[config.mk]
export PLATFORM = sky130hd
export DESIGN_NAME = pc_sequencer
export DESIGN_NICKNAME = d
export VERILOG_FILES = /design/src/rtl/pc_sequencer.sv
export SDC_FILE = /design/constraint.sdc
export NUM_CORES = 1
export LEC_CHECK = 0
export BUFFER_PORTS_ARGS = -buffer_cell sky130_fd_sc_hd__buf_4
export CORE_MARGIN = 2
export CORE_UTILIZATION = 30
export CTS_CLUSTER_SIZE = 25
export DETAILED_ROUTE_END_ITERATION = 12
export PLACE_DENSITY = 0.61
export SKIP_LAST_GASP = 1
export SLEW_MARGIN = 40
export SYNTH_ARGS = -nofsm -noshare
export SYNTH_HDL_FRONTEND = slang
export SYNTH_SLANG_ARGS = --single-unit
[constraint.sdc]
create_clock -name clk -period 2.9 [get_ports clk]
set_input_delay 0.58 -clock clk [delete_from_list [all_inputs] [get_ports clk]]
set_output_delay 0.58 -clock clk [all_outputs]
set_load 0.01 [all_outputs]
[src/rtl/pc_sequencer.sv]
// -----------------------------------------------------------------------------
// pc_sequencer
//
// Program-counter stage of the single-cycle RV32I core. Holds the
// architectural PC and selects the next PC from one of three sources:
// sequential (pc + 4), JAL/taken branch (pc + imm) or JALR
// ((rs1_data + imm) & ~1). It also sequences boot, halt and the optional
// misalignment trap, and counts retired instructions.
//
// Optional feature macro: MISALIGN_TRAP_EN
//   defined   : a redirect target with target[1:0] != 0 stops the core in
//               TRAP. pc holds, and the trap latches bad_target and
//               misaligned.
//   undefined : target[1:0] is forced to 2'b00 before it is loaded into pc.
//               misaligned and bad_target are tied to 0.
//
// Ports
//   clk         in   core clock, rising edge
//   rst         in   synchronous active-high reset
//   stall       in   hold pc, instret and state this cycle (RUN only)
//   jump        in   JAL or taken branch, target = pc + imm
//   jalr        in   JALR, target = (rs1_data + imm) & ~1
//   imm         in   sign-extended immediate
//   rs1_data    in   register-file read port 1
//   halt_req    in   ECALL/EBREAK in the current instruction
//   pc          out  current PC (registered)
//   pc_add4     out  pc + 4, combinational
//   pc_valid    out  pc holds a live instruction (state RUN)
//   halted      out  core is halted (state HALT or TRAP)
//   misaligned  out  sticky misaligned-target trap flag
//   bad_target  out  target that caused the trap
//   instret     out  retired-instruction count
//
// Control semantics: there is no valid/ready handshake. In RUN an
// instruction retires on every clock edge unless stall is high. halt_req
// takes priority over stall because the ECALL/EBREAK itself retires.
// -----------------------------------------------------------------------------
module pc_sequencer #(
    parameter logic [31:0] RESET_VECTOR = 32'h0000_0000,
    parameter int          INSTRET_W    = 32
) (
    input  logic                 clk,
    input  logic                 rst,
    input  logic                 stall,
    input  logic                 jump,
    input  logic                 jalr,
    input  logic [31:0]          imm,
    input  logic [31:0]          rs1_data,
    input  logic                 halt_req,
    output logic [31:0]          pc,
    output logic [31:0]          pc_add4,
    output logic                 pc_valid,
    output logic                 halted,
    output logic                 misaligned,
    output logic [31:0]          bad_target,
    output logic [INSTRET_W-1:0] instret
);

    localparam logic [1:0] ST_BOOT = 2'd0;
    localparam logic [1:0] ST_RUN  = 2'd1;
    localparam logic [1:0] ST_HALT = 2'd2;
    localparam logic [1:0] ST_TRAP = 2'd3;

    localparam logic [INSTRET_W-1:0] INSTRET_ONE = {{(INSTRET_W-1){1'b0}}, 1'b1};

    logic [1:0]           state_q, state_d;
    logic [31:0]          pc_q, pc_d;
    logic [INSTRET_W-1:0] instret_q, instret_d;

    logic [31:0] jump_target;
    logic [31:0] jalr_target;
    logic [31:0] target;

    assign pc_add4     = pc_q + 32'd4;
    assign jump_target = pc_q + imm;
    assign jalr_target = (rs1_data + imm) & ~32'h1;

    // JALR outranks jump when both are asserted.
    always_comb begin
        target = pc_add4;
        if (jalr) begin
            target = jalr_target;
        end else if (jump) begin
            target = jump_target;
        end
    end

`ifdef MISALIGN_TRAP_EN
    logic        misaligned_q, misaligned_d;
    logic [31:0] bad_target_q, bad_target_d;
    // pc is always word aligned, so only a redirect can produce a bad target.
    logic        target_bad;

    assign target_bad = (jump || jalr) && (target[1:0] != 2'b00);

    always_comb begin
        state_d      = state_q;
        pc_d         = pc_q;
        instret_d    = instret_q;
        misaligned_d = misaligned_q;
        bad_target_d = bad_target_q;
        case (state_q)
            ST_BOOT: state_d = ST_RUN;
            ST_RUN: begin
                if (halt_req) begin
                    instret_d = instret_q + INSTRET_ONE;
                    state_d   = ST_HALT;
                end else if (!stall) begin
                    if (target_bad) begin
                        misaligned_d = 1'b1;
                        bad_target_d = target;
                        state_d      = ST_TRAP;
                    end else begin
                        pc_d      = target;
                        instret_d = instret_q + INSTRET_ONE;
                    end
                end
            end
            default: state_d = state_q;
        endcase
    end

    always_ff @(posedge clk) begin
        if (rst) begin
            misaligned_q <= 1'b0;
            bad_target_q <= 32'h0;
        end else begin
            misaligned_q <= misaligned_d;
            bad_target_q <= bad_target_d;
        end
    end

    assign misaligned = misaligned_q;
    assign bad_target = bad_target_q;
`else
    always_comb begin
        state_d   = state_q;
        pc_d      = pc_q;
        instret_d = instret_q;
        case (state_q)
            ST_BOOT: state_d = ST_RUN;
            ST_RUN: begin
                if (halt_req) begin
                    instret_d = instret_q + INSTRET_ONE;
                    state_d   = ST_HALT;
                end else if (!stall) begin
                    // Without the trap, drop the low target bits so pc stays word aligned.
                    pc_d      = target & ~32'h3;
                    instret_d = instret_q + INSTRET_ONE;
                end
            end
            default: state_d = state_q;
        endcase
    end

    assign misaligned = 1'b0;
    assign bad_target = 32'h0;
`endif

    always_ff @(posedge clk) begin
        if (rst) begin
            state_q   <= ST_BOOT;
            pc_q      <= RESET_VECTOR;
            instret_q <= '0;
        end else begin
            state_q   <= state_d;
            pc_q      <= pc_d;
            instret_q <= instret_d;
        end
    end

    assign pc       = pc_q;
    assign pc_valid = (state_q == ST_RUN);
    assign halted   = (state_q == ST_HALT) || (state_q == ST_TRAP);
    assign instret  = instret_q;

endmodule

==> impl_metrics.json <==
{
  "firstDrtPassIters": 5,
  "ys_top_cells_by_count": "nor2_1, nand2_1, a21oi_1",
  "clock_sinks": 64,
  "worstHoldPathCells": 2,
  "cts_buffer_depth": 2,
  "postRouteAntennaNets": 0,
  "cp_top_family": "simple AND/OR/NAND/NOR gates",
  "drc": 0,
  "drtIter0Drc": 436,
  "holdCritPathClass": "in -> reg",
  "cts_buffers": 9,
  "synth-simple-area-share_pct": 24.26,
  "ctsRootBufferMaster": "clkbuf_16",
  "grt_antenna_before_repair": 0,
  "syn2layout_area_growth_pct": 33.83,
  "relSlewSlack_pct": 53.10,
  "grt_pass1_wl_um": 36700,
  "grt.overflow.total": 0,
  "min_period_ps": 2794,
  "nets": 1279,
  "synth_compound_area_share_pct": 24.35,
  "syn_avg_cell_area_um2": 7.487,
  "synth_cells": 917,
  "holdPathEnd": "state_q[0]$_SDFFE_PP0P_",
  "yosysTopAreaCell": "dfxtp_1",
  "r2r-start": "pc[2]$_SDFFE_PP0P_",
  "r2r_slack_ps": 300,
  "final_core_util_pct": 40.70,
  "synth-seq-area-share_pct": 18.66,
  "worst_slew_pin_slew_ps": 703.5,
  "rows": 55,
  "grt_max_degree": 58,
  "cts_tree": "yes",
  "start_util_pct": 30.42,
  "synth_adder_area_share_pct": 11.41,
  "synth_top_family_by_area": "compound AO/OA/AOI/OAI gates",
  "period_share_pct": 96.36,
  "htree_levels": 3,
  "crit_top_cell": "buf_4",
  "end_kind": "primary output",
  "pin_count": 201,
  "dp.cells": 1421,
  "ys_warn_count": 0,
  "synth-seq-cells": 64,
  "rsz0062_at_grt": "no",
  "wl_um": 23230,
  "fin_cells": 1437,
  "hold_viol": 0,
  "r2r-end": "pc[22]$_SDFFE_PP0P_",
  "synth_top_area_share_pct": 18.66,
  "synth_edf_count": 0,
  "netlist_area_um2": 6865,
  "fin_skew_ps": 5.091,
  "via_count": 7394,
  "synthMuxAreaShare_pct": 1.914,
  "power.leakage_nw": 4.216,
  "synth_most_common_cell": "nor2_1",
  "path_cells": "and4_1 -> and4_4 -> nand2_2 -> nor2_1 -> buf_4 -> nand3_1 -> xnor2_2 -> buf_4",
  "fillCellCount": 2312,
  "async_reset_ff_share_pct": 0,
  "die_w_um": 155.3,
  "setup_viol": 0,
  "die_h_um": 155.3,
  "ir_drop_v": 0.0002551,
  "viasPerCell": 5.145,
  "clkSlewWorstSetupHoldPaths_ps": 60,
  "final.setup.tns_ps": 0,
  "grt_pass1_vias": 7074,
  "powerDensity_nw_per_um2": 346.5,
  "synth-xor-area-share_pct": 12.37,
  "crit_slowest_cell": "dfxtp_2",
  "reg2reg_depth": 11,
  "port_buffers": 163,
  "synth_area_leaders": "dfxtp_1, ha_1, xnor2_1, xor2_1, a21oi_1",
  "worstPathRequired_ps": 2320,
  "status": "completed",
  "core_um2": 22570,
  "crit_type": "reg -> out",
  "grt_usage_pct": 18.98,
  "hold_start": "halt_req",
  "max_freq_mhz": 357.9,
  "synth_cell_types": 80,
  "drv_cap": 0,
  "clkLatencyLatePin_ps": 340,
  "antennaDiodeCount": 0,
  "arrival_ps": 2210,
  "startpoint_type": "flop",
  "dieArea_um2": 24110,
  "synth_flop_cell": "dfxtp_1",
  "post_drt_wl_per_cell_um": 16.16,
  "final_layout_size_suffix_gt1_share_pct": 26.56,
  "dpl.hpwl_um": 18480,
  "gp_congestion": 0.9045,
  "crit_buf_inv": 2,
  "finalMaxSlewViolations": 0,
  "cp_max_fo": 6,
  "max_stage_delay_ps": 400
}
-- metal layers --
| layer | vias to the layer above | wire, um | global-route usage [%] |
|---|---|---|---|
| met2 | 247 | 10460 | 30.84 |
| li1 | 3711 | - | - |
| met4 | 0 | 558 | 5.898 |
| met5 | - | 0 | 0 |
| met3 | 38 | 1323 | 2.869 |
| met1 | 3398 | 10890 | 25.95 |
-- per-stage QoR --
step | cell area (um^2) | hold WS [ps] | setup slack, ps | power (mW)
detailed placement | 8837 | 500.8 | -191.7 | 2.046
global route | 9188 | 467.4 | 8.339 | 3.380
global placement | 8837 | 488.2 | -157.3 | 2.042
CTS | 9160 | 455.8 | 17.78 | 3.217
floorplan | 7000 | 471.4 | 109.1 | 1.645
finish | 9188 | 469.7 | 105.6 | 3.184
-- placed cells by master (no fill, tap or decap), drive strengths merged, types with 5 or more instances in the layout --
cell and n:
o21bai 7, nand2 95, ha 61, clkbuf 10, nor3 19, o211ai 9, o22ai 5, mux2i 12
nand4 17, a211oi 24, buf 249, o31ai 5, and3 14, inv 25, a21oi 80, and2 9
xnor2 51, nand3 38, a21o 19, conb 37, o211a 5, nand2b 6, dfxtp 64, nor2 101
or3 9, a31oi 6, and4 11, xor2 46, o21ai 55, nor2b 7
-- area by class of cell --
| cell class | instances | area (um^2) | share of cell area, % |
|---|---|---|---|
| Multi-Input combinational cell | 799 | 5275 | 57.42 |
| Clock inverter | 6 | 67.56 | 0.7354 |
| Clock buffer | 10 | 239.0 | 2.601 |
| Inverter | 24 | 90.09 | 0.9805 |
| Tap cell | 285 | 356.6 | 3.881 |
| Timing Repair Buffer | 249 | 1869 | 20.35 |
| Sequential cell | 64 | 1290 | 14.04 |
-- worst max-delay path by stage --
stage / startpoint / to / slack [ps] / depth (start not counted)
6_report: pc[6]$_SDFFE_PP0P_ / pc_add4[29] / 110 / 8
3_5_place_dp: imm[6] / pc[30]$_SDFFE_PP0P_ / -190 / 11
4_1_cts: pc[14]$_SDFFE_PP0P_ / pc_add4[29] / 20 / 8
3_3_place_gp: imm[6] / pc[30]$_SDFFE_PP0P_ / -160 / 11
5_1_grt: pc[6]$_SDFFE_PP0P_ / pc_add4[29] / 8 / 8
2_1_floorplan: imm[2] / pc[24]$_SDFFE_PP0P_ / 110 / 11
-- logic make-up (layout without fill, tap and decap cells) --
family,Yosys count,in the layout
AO/OA/AOI/OAI,250,250
XOR/XNOR,97,97
adder cells (fa/ha/maj),62,62
buffers and inverters,90,289
flip-flops,64,64
multiplexers,13,13
other,1,37
AND/OR/NAND/NOR,340,340
-- flip-flops by register name, indices dropped and copies added, names as in the netlist --
name     flops
instret     32
state_q      2
pc          30
-- what timing repair did --
item	4_1_cts	5_1_grt
hold buffers	0	0
endpoints found under the setup margin	6	9
pin swaps	0	0
resized for setup	3	10
buffers inserted	0	0
-- report_power, final --
group          switching, mW  internal (mW)
clock                  0.450          0.692
sequential            0.0365          0.905
combinational          0.595          0.505
Note: power is estimated with default switching activity, not from simulation.
